[config.mk]
export PLATFORM = sky130hd
export DESIGN_NAME = control_unit_flat
export DESIGN_NICKNAME = d
export VERILOG_FILES = /design/src/rtl/cu_pkg.sv /design/src/rtl/control_unit_if.sv /design/src/rtl/cu_decoder.sv /design/src/rtl/control_unit.sv /design/src/flat_wrapper.sv
export SDC_FILE = /design/constraint.sdc
export NUM_CORES = 1
export LEC_CHECK = 0
export BUFFER_PORTS_ARGS = -buffer_cell sky130_fd_sc_hd__buf_2
export CAP_MARGIN = 20
export CORE_UTILIZATION = 35
export DETAILED_ROUTE_END_ITERATION = 10
export GPL_ROUTABILITY_DRIVEN = 0
export MAX_ROUTING_LAYER = met4
export PLACE_DENSITY = 0.78
export SYNTH_ARGS = -nofsm -noshare
export SYNTH_HDL_FRONTEND = slang
export SYNTH_SLANG_ARGS = --single-unit
[constraint.sdc]
create_clock -name clk -period 1.7 [get_ports clk]
set_clock_uncertainty 0.1 [all_clocks]
set_input_delay 0.085 -clock clk [delete_from_list [all_inputs] [get_ports clk]]
set_output_delay 0.085 -clock clk [all_outputs]
set_load 0.01 [all_outputs]
[src/rtl/cu_pkg.sv]
// Shared types for the ProjectB control unit: state and opcode encodings,
// ALU select codes and the instruction field positions.
package cu_pkg;

    typedef enum logic [3:0] {
        ST_INIT   = 4'd0,
        ST_FETCH  = 4'd1,
        ST_DECODE = 4'd2,
        ST_NOOP   = 4'd3,
        ST_LOAD_A = 4'd4,
        ST_LOAD_B = 4'd5,
        ST_STORE  = 4'd6,
        ST_ADD    = 4'd7,
        ST_SUB    = 4'd8,
        ST_HALT   = 4'd9
    } state_t;

    typedef enum logic [3:0] {
        OP_NOOP  = 4'd0,
        OP_STORE = 4'd1,
        OP_LOAD  = 4'd2,
        OP_ADD   = 4'd3,
        OP_SUB   = 4'd4,
        OP_HALT  = 4'd5
    } opcode_t;

    localparam logic [2:0] ALU_PASS = 3'b000;
    localparam logic [2:0] ALU_ADD  = 3'b001;
    localparam logic [2:0] ALU_SUB  = 3'b010;

    // Bit positions within the 16-bit instruction word.
    localparam int OP_HI   = 15;
    localparam int OP_LO   = 12;
    localparam int ADDR_HI = 11;
    localparam int ADDR_LO = 4;
    localparam int RA_HI   = 11;
    localparam int RA_LO   = 8;
    localparam int RB_HI   = 7;
    localparam int RB_LO   = 4;
    localparam int REG_HI  = 3;
    localparam int REG_LO  = 0;

    // Unassigned opcodes behave as NOOP.
    function automatic opcode_t decode_opcode(input logic [3:0] raw);
        case (raw)
            4'd1:    return OP_STORE;
            4'd2:    return OP_LOAD;
            4'd3:    return OP_ADD;
            4'd4:    return OP_SUB;
            4'd5:    return OP_HALT;
            default: return OP_NOOP;
        endcase
    endfunction

endpackage

[src/rtl/control_unit_if.sv]
// Control bus between the control unit and the ProjectB datapath:
// instruction in, PC/IR/register-file/ALU/memory strobes out.
interface control_unit_if #(
    parameter int INSTR_W  = 16,
    parameter int D_ADDR_W = 8,
    parameter int R_ADDR_W = 4
);
    logic [INSTR_W-1:0]  ir;
    logic                pc_clr;
    logic                pc_up;
    logic                ir_ld;
    logic [D_ADDR_W-1:0] d_addr;
    logic                d_wr;
    logic                rf_s;
    logic [R_ADDR_W-1:0] rf_w_addr;
    logic                rf_w_en;
    logic [R_ADDR_W-1:0] rf_ra_addr;
    logic [R_ADDR_W-1:0] rf_rb_addr;
    logic [2:0]          alu_s0;
    logic [3:0]          state_out;

    modport master (
        input  ir,
        output pc_clr, pc_up, ir_ld, d_addr, d_wr, rf_s, rf_w_addr,
               rf_w_en, rf_ra_addr, rf_rb_addr, alu_s0, state_out
    );

    modport slave (
        output ir,
        input  pc_clr, pc_up, ir_ld, d_addr, d_wr, rf_s, rf_w_addr,
               rf_w_en, rf_ra_addr, rf_rb_addr, alu_s0, state_out
    );
endinterface

[src/rtl/cu_decoder.sv]
// Combinational output decode: maps the current state and the instruction
// operand fields to every datapath strobe. Optional: CU_SINGLE_STEP_EN.
module cu_decoder
    import cu_pkg::*;
#(
    parameter int INSTR_W  = 16,
    parameter int D_ADDR_W = 8,
    parameter int R_ADDR_W = 4
) (
    input  state_t              state,
    input  logic [INSTR_W-5:0]  operand,
`ifdef CU_SINGLE_STEP_EN
    input  logic                step,
`endif
    output logic                pc_clr,
    output logic                pc_up,
    output logic                ir_ld,
    output logic [D_ADDR_W-1:0] d_addr,
    output logic                d_wr,
    output logic                rf_s,
    output logic [R_ADDR_W-1:0] rf_w_addr,
    output logic                rf_w_en,
    output logic [R_ADDR_W-1:0] rf_ra_addr,
    output logic [R_ADDR_W-1:0] rf_rb_addr,
    output logic [2:0]          alu_s0,
    output logic [3:0]          state_out
);

    always_comb begin
        pc_clr     = 1'b0;
        pc_up      = 1'b0;
        ir_ld      = 1'b0;
        d_addr     = '0;
        d_wr       = 1'b0;
        rf_s       = 1'b0;
        rf_w_addr  = '0;
        rf_w_en    = 1'b0;
        rf_ra_addr = '0;
        rf_rb_addr = '0;
        alu_s0     = ALU_PASS;
        state_out  = state;

        case (state)
            ST_INIT: pc_clr = 1'b1;
            ST_FETCH: begin
`ifdef CU_SINGLE_STEP_EN
                // A stalled fetch must not advance the PC or clobber the IR.
                pc_up = step;
                ir_ld = step;
`else
                pc_up = 1'b1;
                ir_ld = 1'b1;
`endif
            end
            ST_LOAD_A, ST_LOAD_B: begin
                d_addr    = operand[ADDR_HI:ADDR_LO];
                rf_s      = 1'b1;
                rf_w_addr = operand[REG_HI:REG_LO];
                // Write back only once the synchronous memory read has landed.
                rf_w_en   = (state == ST_LOAD_B);
            end
            ST_STORE: begin
                d_addr     = operand[ADDR_HI:ADDR_LO];
                rf_ra_addr = operand[REG_HI:REG_LO];
                d_wr       = 1'b1;
            end
            ST_ADD, ST_SUB: begin
                rf_ra_addr = operand[RA_HI:RA_LO];
                rf_rb_addr = operand[RB_HI:RB_LO];
                rf_w_addr  = operand[REG_HI:REG_LO];
                alu_s0     = (state == ST_ADD) ? ALU_ADD : ALU_SUB;
                rf_w_en    = 1'b1;
            end
            default: ;
        endcase
    end

endmodule

[src/rtl/control_unit.sv]
// ProjectB control FSM: state register and next-state logic; output decode
// lives in cu_decoder. Optional macro CU_SINGLE_STEP_EN adds a step input.
module control_unit
    import cu_pkg::*;
#(
    parameter int INSTR_W  = 16,
    parameter int D_ADDR_W = 8,
    parameter int R_ADDR_W = 4
) (
    input  logic            clk,
    input  logic            reset,
`ifdef CU_SINGLE_STEP_EN
    input  logic            step,
`endif
    control_unit_if.master  bus
);

    state_t state;

    always_ff @(posedge clk) begin
        if (reset) begin
            state <= ST_INIT;
        end else begin
            case (state)
                ST_INIT:   state <= ST_FETCH;
`ifdef CU_SINGLE_STEP_EN
                ST_FETCH:  if (step) state <= ST_DECODE;
`else
                ST_FETCH:  state <= ST_DECODE;
`endif
                ST_DECODE: begin
                    case (decode_opcode(bus.ir[OP_HI:OP_LO]))
                        OP_LOAD:  state <= ST_LOAD_A;
                        OP_STORE: state <= ST_STORE;
                        OP_ADD:   state <= ST_ADD;
                        OP_SUB:   state <= ST_SUB;
                        OP_HALT:  state <= ST_HALT;
                        default:  state <= ST_NOOP;
                    endcase
                end
                ST_LOAD_A: state <= ST_LOAD_B;
                ST_NOOP, ST_LOAD_B, ST_STORE, ST_ADD, ST_SUB:
                           state <= ST_FETCH;
                ST_HALT:   state <= ST_HALT;
                // Unused encodings restart cleanly.
                default:   state <= ST_INIT;
            endcase
        end
    end

    cu_decoder #(
        .INSTR_W  (INSTR_W),
        .D_ADDR_W (D_ADDR_W),
        .R_ADDR_W (R_ADDR_W)
    ) u_decoder (
        .state      (state),
        .operand    (bus.ir[INSTR_W-5:0]),
`ifdef CU_SINGLE_STEP_EN
        .step       (step),
`endif
        .pc_clr     (bus.pc_clr),
        .pc_up      (bus.pc_up),
        .ir_ld      (bus.ir_ld),
        .d_addr     (bus.d_addr),
        .d_wr       (bus.d_wr),
        .rf_s       (bus.rf_s),
        .rf_w_addr  (bus.rf_w_addr),
        .rf_w_en    (bus.rf_w_en),
        .rf_ra_addr (bus.rf_ra_addr),
        .rf_rb_addr (bus.rf_rb_addr),
        .alu_s0     (bus.alu_s0),
        .state_out  (bus.state_out)
    );

endmodule

[src/flat_wrapper.sv]
// flat-port wrapper written by rule: the top's interface ports become plain ports
module control_unit_flat import cu_pkg::*;
#(
    parameter int INSTR_W  = 16,
    parameter int D_ADDR_W = 8,
    parameter int R_ADDR_W = 4
)
  (clk, reset, bus_ir, bus_pc_clr, bus_pc_up, bus_ir_ld, bus_d_addr, bus_d_wr, bus_rf_s, bus_rf_w_addr, bus_rf_w_en, bus_rf_ra_addr, bus_rf_rb_addr, bus_alu_s0, bus_state_out);
  control_unit_if #(.INSTR_W(INSTR_W), .D_ADDR_W(D_ADDR_W), .R_ADDR_W(R_ADDR_W)) bus_i ();
  input  logic clk;
  input  logic reset;
  input wire logic [$bits(bus_i.ir)-1:0] bus_ir;
  output wire logic [$bits(bus_i.pc_clr)-1:0] bus_pc_clr;
  output wire logic [$bits(bus_i.pc_up)-1:0] bus_pc_up;
  output wire logic [$bits(bus_i.ir_ld)-1:0] bus_ir_ld;
  output wire logic [$bits(bus_i.d_addr)-1:0] bus_d_addr;
  output wire logic [$bits(bus_i.d_wr)-1:0] bus_d_wr;
  output wire logic [$bits(bus_i.rf_s)-1:0] bus_rf_s;
  output wire logic [$bits(bus_i.rf_w_addr)-1:0] bus_rf_w_addr;
  output wire logic [$bits(bus_i.rf_w_en)-1:0] bus_rf_w_en;
  output wire logic [$bits(bus_i.rf_ra_addr)-1:0] bus_rf_ra_addr;
  output wire logic [$bits(bus_i.rf_rb_addr)-1:0] bus_rf_rb_addr;
  output wire logic [$bits(bus_i.alu_s0)-1:0] bus_alu_s0;
  output wire logic [$bits(bus_i.state_out)-1:0] bus_state_out;
  assign bus_i.ir = bus_ir;
  assign bus_pc_clr = bus_i.pc_clr;
  assign bus_pc_up = bus_i.pc_up;
  assign bus_ir_ld = bus_i.ir_ld;
  assign bus_d_addr = bus_i.d_addr;
  assign bus_d_wr = bus_i.d_wr;
  assign bus_rf_s = bus_i.rf_s;
  assign bus_rf_w_addr = bus_i.rf_w_addr;
  assign bus_rf_w_en = bus_i.rf_w_en;
  assign bus_rf_ra_addr = bus_i.rf_ra_addr;
  assign bus_rf_rb_addr = bus_i.rf_rb_addr;
  assign bus_alu_s0 = bus_i.alu_s0;
  assign bus_state_out = bus_i.state_out;
  control_unit #(.INSTR_W(INSTR_W), .D_ADDR_W(D_ADDR_W), .R_ADDR_W(R_ADDR_W)) u_core (.clk(clk), .reset(reset), .bus(bus_i));
endmodule
==> flow_summary.ini, run 1 <==
[cells_and_area]
largest_reg_flops = 4
utilization_pct = 64.9
regMostFlops = u_core.state
drive_above_1_share_pct = 62.7
synthToLayoutAreaGrowth_pct = 66.7
nNetsFinal = 138
diodes = 0
reg_top3 = u_core.state (4)

[global_route]
antenna_found_initial = 0
grt.total_usage_pct = 20.1
grt_first_pass_wirelength_mm = 2.14
grt_pass1_vias = 561
grt_max_degree = 10
grt-ovfl-total = 0

[timing]
slew_violations = 0
fin_tns_setup_ps = 0
rsz0062_at_grt = yes
timing.final.crit_share_pct = 94.7
finalHoldViolCount = 0
finalSetupViolations = 0
fin_crit_ps = 1610
clock.fmax_ghz = 0.621

[setup_path]
cp_max_fo = 8
path_class = flop to output pin
setup.worst_path.start_class = flop
worstPathRequired_ps = 1510
end_kind = output pin
worstPathArrival_ps = 1430

[floorplan]
design.core.area_um2 = 1330
start_util_pct = 38.9
fp.dieH_um = 40.5
dieArea_um2 = 1640
row_count = 13
die_x_um = 40.5
ios = 51

[job]
cap_violations = 0

[routing]
avgRoutedWirePerCell_um = 12.5
drc = 0
totalWireLength_mm = 1.66
ant_nets = 0
vias_per_cell = 5.38
drt_iter0_markers = 8
dr.pass1.iters = 4
num_vias = 716

[run_status]
status = completed

[synth]
seq_area_frac_synth_pct = 15.4
synth_top_area_share_pct = 15.4
syn-instance-count = 64
syn_area_um2 = 519
yosys.area.top_type = dfxtp_1
synth_cell_type_count = 30
ys_warn_count = 0
synth_fp_nets = 82
ys_top_cells_by_area = dfxtp_1 (15%), and3_1 (9.6%), nor2b_1 (7.2%), a22o_1 (6.7%), nor4b_1 (5.1%)
synth-seq-cells = 4
syn_avg_cell_area_um2 = 8.11

[power_and_ir_drop]
power.density_nw_per_um2 = 463
p_leak_uw = 0.000488
ir_drop_uv = 367

[placement]
post-dp-hpwl_mm = 1.29
io_buffer_count = 49

[worst_hold_path]
hp-class = primary input to flop

[clock_tree]
cts_tree = yes
clk_pin_slew_ps = 50
clockBufferDepth = 2
clk_latency_ps = 240
root_buffer = clkbuf_4
cts_buffers = 3
cts_sinks = 4
cts_htree_levels = 1
## synthesized netlist by cell type
cell,n
and3_1,8
nor2b_1,6
a22o_1,4
and2_1,4
buf_2,4
dfxtp_1,4
nand2b_1,3
nor2_1,3
nor4b_1,3
buf_4,2
nand3b_1,2
nor4_1,2
o21ai_0,2
a2111oi_2,1
a211oi_2,1
a21o_1,1
a21oi_1,1
buf_6,1
conb_1,1
nand2_1,1
nand2b_2,1
nor3b_1,1
nor4b_4,1
nor4bb_1,1
o211ai_1,1
o21ai_1,1
o21bai_2,1
o311a_2,1
or4b_1,1
xor2_1,1
## per-stage QoR
| stage | worst slack [ps] | cells | hold WS, ps | total power, µW | instance area [µm²] |
|---|---|---|---|---|---|
| floorplan | 92.8 | 64 | 49.6 | 202 | 519 |
| global placement | 253 | 127 | 213 | 257 | 782 |
| detailed placement | 162 | 127 | 218 | 261 | 782 |
| CTS | 7.93 | 131 | 75.0 | 397 | 825 |
| global route | -8.92 | 133 | 101 | 427 | 866 |
| finish | 89.6 | 133 | 91.0 | 401 | 866 |
## cell type report
cell class,count,area [µm²]
Timing Repair Buffer,58,318
Fill cell,125,468
Multi-Input combinational cell,53,419
Clock buffer,3,22.5
Sequential cell,4,87.6
Tap cell,15,18.8
## routing by layer
metal	GRT usage, %	share of wire, %	up-vias
met4	7.50	0	0
met2	42.5	54	38
met1	16.5	36	331
met3	3.33	9.0	0
met5	-	0	-
li1	-	-	347
## worst max-delay path: stages, from the launching register on
cell and delay, ps:
dfxtp_4 340, nor4b_4 340, o21bai_4 230, a22o_1 160
buf_2 120
## cell families after synthesis
kind of cell / synth area share [%]
simple gates: 50.1
flops: 15.4
xor+xnor: 1.69
compound gates: 23.1
other cells: 0.722
buf+inv: 8.91
## where the power goes
part,internal (µW),switching (µW)
Sequential,103,10.8
Clock,79.6,47.5
Combinational,79.4,80.3
## placed cells by master (no fill, tap or decap), drive strengths merged, types with 2 or more instances in the layout
cell    instances
nand2b          4
nor2            3
and3            8
nand3b          2
nor4b           4
and2            4
nor2b           6
buf            57
dfxtp           4
clkbuf          3
a22o            4
o21ai           3
nor4            2
## repair_timing
item                                    CTS  global route
endpoints found under the setup margin    8            13
resized for setup                         2            10
setup buffers                             0             2
hold endpoints to repair                  4             0
hold buffers                              1             0
pin swaps                                 0             3
## final timing paths
path	from	end	slack, ps	depth (start not counted)
hold reg to reg	u_core.state[3]	u_core.state[2]	510	2
setup / recovery	u_core.state[1]	bus_rf_ra_addr[3]	90	4
hold / removal	bus_ir[15]	u_core.state[3]	90	3
setup reg to reg	u_core.state[1]	u_core.state[2]	170	5
Power figures use the tool's default switching activity.
==> run 2: changes to the inputs <==
- CELL_PAD_IN_SITES_DETAIL_PLACEMENT: default -> 0
- CELL_PAD_IN_SITES_GLOBAL_PLACEMENT: default -> 1
- CORE_ASPECT_RATIO: default -> 1.4
- CORE_UTILIZATION: 35 -> 22
- PLACE_DENSITY: 0.78 -> default
- PLACE_DENSITY_LB_ADDON: default -> 0.1
==> flow_summary.ini, run 2 (synthesized netlist as in run 1, its figures left out) <==
[setup_path]
worstPathArrival_ps = 1420
cp_max_fo = 8
setup.worst_path.start_class = flop
cp_slowest_cell = nor4b_4
worstPathRequired_ps = 1510
slowest_delay_ps = 350
critPathTopFamily = compound AO/OA/AOI/OAI gates
end_kind = output pin
cp_num_buf_inv = 1
path_class = flop to output pin
crit_path_cell_trace = nor4b_4 -> o21bai_4 -> a22o_1 -> buf_2

[global_route]
grt_first_pass_wirelength_mm = 2.66
grt_max_degree = 10
grt_pass1_vias = 579
grt-ovfl-total = 0
grt.total_usage_pct = 14.0
antenna_found_initial = 0

[floorplan]
ios = 51
row_count = 20
design.core.area_um2 = 2200
fp.dieH_um = 59.5
die_x_um = 43.1
dieArea_um2 = 2560
start_util_pct = 23.6

[power_and_ir_drop]
p_switching_uw = 130
ir_drop_uv = 421
p_clk_share_pct = 30.4
p_sw_share_pct = 33.5
internal_power_uw = 258
p_leak_uw = 0.000488
power.density_nw_per_um2 = 449
seq_power_share_pct = 30.8
combPwrFrac_pct = 38.8

[cells_and_area]
nFillCells = 245
final_cell_area_um2 = 863
regArea_um2 = 85.1
utilization_pct = 39.2
diodes = 0
multi_input_area_um2 = 413
mostFrequentLayoutCells = buf_2 (49), and3_1 (8), buf_4 (8)
largest_reg_flops = 4
final_common_cell = buf_2
nNetsFinal = 138
reg_top3 = u_core.state (4)
synthToLayoutAreaGrowth_pct = 66.3
regMostFlops = u_core.state
drive_above_1_share_pct = 61.9

[placement]
postPlaceCellArea_um2 = 791
io_buffer_count = 49
post-dp-hpwl_mm = 1.35

[worst_hold_path]
hp-class = primary input to flop

[clock_tree]
cts_tree = yes
cts_buffers = 3
root_buffer = clkbuf_4
cts_sinks = 4
clk_pin_slew_ps = 40
cts_htree_levels = 1
clockBufferDepth = 2
clk_latency_ps = 230

[timing]
finalHoldViolCount = 0
slew_violations = 0
rsz0062_at_grt = yes
fin_crit_ps = 1610
clock.fmax_ghz = 0.621
finalSetupViolations = 0
timing.final.crit_share_pct = 94.7

[job]
cap_violations = 0

[routing]
totalWireLength_mm = 1.70
num_vias = 674
drt_iter0_markers = 8
ant_nets = 0
vias_per_cell = 4.81
avgRoutedWirePerCell_um = 12.1
dr.pass1.iters = 4
drc = 0

[run_status]
status = completed
==> run 2: cell count changes in the layout (fill, tap and decap cells not counted) <==
cell / previous run / this run
a21oi_2: 0 / 1
and2_4: 1 / 0
nor2_4: 1 / 0
nor2_2: 0 / 1
buf_2: 48 / 49
dfxtp_4: 1 / 0
a21oi_1: 1 / 0
and2_1: 3 / 4
dfxtp_2: 3 / 4
nand2b_1: 2 / 3
buf_4: 9 / 8
nand2b_2: 2 / 1
==> run 2: worst reg2reg max path, cell delays in order, from the launching register on <==
cell and delay (ps):
dfxtp_2 350, nand2b_2 240, or4b_1 510, a211oi_2 230
==> run 2: stage by stage <==
stage | total power, µW | worst slack (ps) | setup TNS (ps) | std cells | hold slack (ps)
floorplan | 202 | 92.8 | 0 | 64 | 49.6
global placement | 265 | 117 | 0 | 134 | 210
detailed placement | 264 | 108 | 0 | 134 | 213
CTS | 395 | -1.70 | -1.70 | 138 | 85.9
global route | 414 | -16.1 | -33.8 | 140 | 116
finish | 387 | 90.6 | 0 | 140 | 105
==> run 2: layer usage <==
| layer | wire length [µm] | up-vias | share of wire [%] | track usage, % |
|---|---|---|---|---|
| met3 | 143 | 0 | 8.4 | 1.22 |
| li1 | - | 345 | - | - |
| met1 | 651 | 295 | 38 | 14.7 |
| met5 | 0 | - | 0 | - |
| met2 | 904 | 34 | 53 | 25.5 |
| met4 | 0 | 0 | 0 | 7.79 |
==> run 2: layout make-up <==
type / instances / area share [%]
multi-input cells: 53 / 47.8
flip-flops and latches: 4 / 9.86
well taps: 22 / 3.19
repair buffers: 58 / 36.5
clock buffers: 3 / 2.61
==> run 2: power groups by stage <==
stage | sequential, µW | combinational, µW | clock [µW]
after global routing | 121 | 167 | 126
after global placement | 118 | 146 | 0
after detailed placement | 119 | 145 | 0
after floorplan | 115 | 87.2 | 0
after CTS | 118 | 150 | 127
final | 119 | 150 | 118
==> run 2: final timing paths <==
check	start	endpoint	slack [ps]	depth (start not counted)
setup / recovery	u_core.state[2]	bus_rf_ra_addr[3]	90	4
hold / removal	bus_ir[15]	u_core.state[3]	110	3
setup reg to reg	u_core.state[0]	u_core.state[3]	190	3
hold reg to reg	u_core.state[2]	u_core.state[3]	380	1
==> run 2: timing repair <==
action / CTS / global route
setup endpoints to repair: 10 / 10
resized for setup: 4 / 4
setup buffers: 0 / 2
hold buffers: 1 / 0
pin swaps: 0 / 3
endpoints found under the hold margin: 4 / 0
==> run 3: changes to the inputs <==
- CORE_UTILIZATION: 22 -> 23
- CTS_BUF_LIST: default -> sky130_fd_sc_hd__clkbuf_4 sky130_fd_sc_hd__clkbuf_8
- PLACE_DENSITY_LB_ADDON: 0.1 -> 0.12
==> flow_summary.ini, run 3 (synthesized netlist as in run 1, its figures left out) <==
[cells_and_area]
reg_top3 = u_core.state (4)
regMostFlops = u_core.state
mostFrequentLayoutCells = buf_2 (49), and3_1 (8), buf_4 (6)
final_cell_area_um2 = 841
nNetsFinal = 136
drive_above_1_share_pct = 60.3
synthToLayoutAreaGrowth_pct = 61.9
largest_reg_flops = 4
diodes = 0
final_common_cell = buf_2

[clock_tree]
cts_tree = yes
clk_latency_ps = 230
clockBufferDepth = 2
root_buffer = clkbuf_4
cts_buffers = 3
postCtsSetupBuffers = 0
cts_sinks = 4
cts_htree_levels = 1
clk_pin_slew_ps = 40

[job]
cap_violations = 0

[global_route]
grt-ovfl-total = 0
grt_max_degree = 10
antenna_found_initial = 0
grt_first_pass_wirelength_mm = 2.73
grt_pass1_vias = 643
grt.total_usage_pct = 14.6

[timing]
slew_violations = 0
clock.fmax_ghz = 0.615
rsz0062_at_grt = yes
setup_ws_ps = 75.1
finalHoldViolCount = 0
fin_tns_setup_ps = 0
finalSetupViolations = 0
timing.final.crit_share_pct = 95.6
fin_crit_ps = 1620

[routing]
drt_iter0_markers = 1
avgRoutedWirePerCell_um = 12.0
drc = 0
totalWireLength_mm = 1.65
ant_nets = 0
num_vias = 679
dr.pass1.iters = 2
vias_per_cell = 4.92

[placement]
io_buffer_count = 49
postPlaceCellArea_um2 = 791
place_ws_ps = 170
post-dp-hpwl_mm = 1.40

[floorplan]
design.core.area_um2 = 2150
die_x_um = 42.2
row_count = 20
fp.dieH_um = 58.2
dieArea_um2 = 2450
start_util_pct = 24.1
ios = 51

[setup_path]
slowest_delay_ps = 350
worstPathArrival_ps = 1440
crit_path_cell_trace = nor4b_4 -> o21bai_4 -> and2_1 -> buf_2
path_class = flop to output pin
setup.worst_path.start_class = flop
cp_max_fo = 8
critPathTopFamily = simple AND/OR/NAND/NOR gates
cp_num_buf_inv = 1
end_kind = output pin
cp_slowest_cell = nor4b_4
worstPathRequired_ps = 1510

[power_and_ir_drop]
finalPower_uw = 378
power.density_nw_per_um2 = 450
p_leak_uw = 0.000473
ir_drop_uv = 264

[worst_hold_path]
hp-class = primary input to flop

[run_status]
status = completed
-- run 3: cell count changes in the layout (fill, tap and decap cells not counted) --
cell / before / now
buf_4: 8 / 6
a21oi_1: 0 / 1
a21oi_2: 1 / 0
nor2b_1: 6 / 5
nor2b_2: 0 / 1
nor4b_1: 2 / 3
nor4b_2: 1 / 0
-- run 3: path summary, 6_finish.rpt --
path / slack, ps / from / end / depth (start not counted)
setup / recovery: 80 / u_core.state[0] / bus_rf_rb_addr[1] / 4
hold reg to reg: 390 / u_core.state[2] / u_core.state[3] / 1
hold / removal: 110 / bus_ir[15] / u_core.state[3] / 3
setup reg to reg: 240 / u_core.state[0] / u_core.state[3] / 3
-- run 3: timing repair --
action / CTS / global route
pin swaps: 1 / 6
setup endpoints to repair: 8 / 20
endpoints found under the hold margin: 4 / 0
resized for setup: 2 / 5
hold buffers: 1 / 0
-- run 3: power breakdown --
part           total (µW)  switching, µW  internal (µW)  leakage (µW)
Sequential            118           14.6            103     0.0000343
Combinational         147           73.2           73.3      0.000425
Clock                 114           35.3           78.7     0.0000138
-- run 3: layout make-up --
class	count	area (µm²)
sequential	4	85.1
multi-input combinational	53	405
clock buffer	3	22.5
fill	252	1310
tap	22	27.5
timing repair buffer	56	300
-- run 3: per-layer routing --
metal	share of wire, %	track usage [%]	vias to the layer above
met2	54	27.0	36
met5	0	-	-
met3	7.6	1.25	2
li1	-	-	341
met1	38	14.9	300
met4	1.1	8.04	0
-- run 3: tightest hold or removal path, delay by kind of cell --
family	cells	cell delay, ps
AO/OA/AOI/OAI	1	60
buffers and inverters	1	120
AND/OR/NAND/NOR	1	130
-- run 3: stage by stage --
step	util, %	hold slack [ps]	instances
global placement	36.7	225	134
global route	39.1	119	138
finish	39.1	105	138
CTS	38.7	103	138
detailed placement	36.7	222	134
floorplan	-	49.6	64
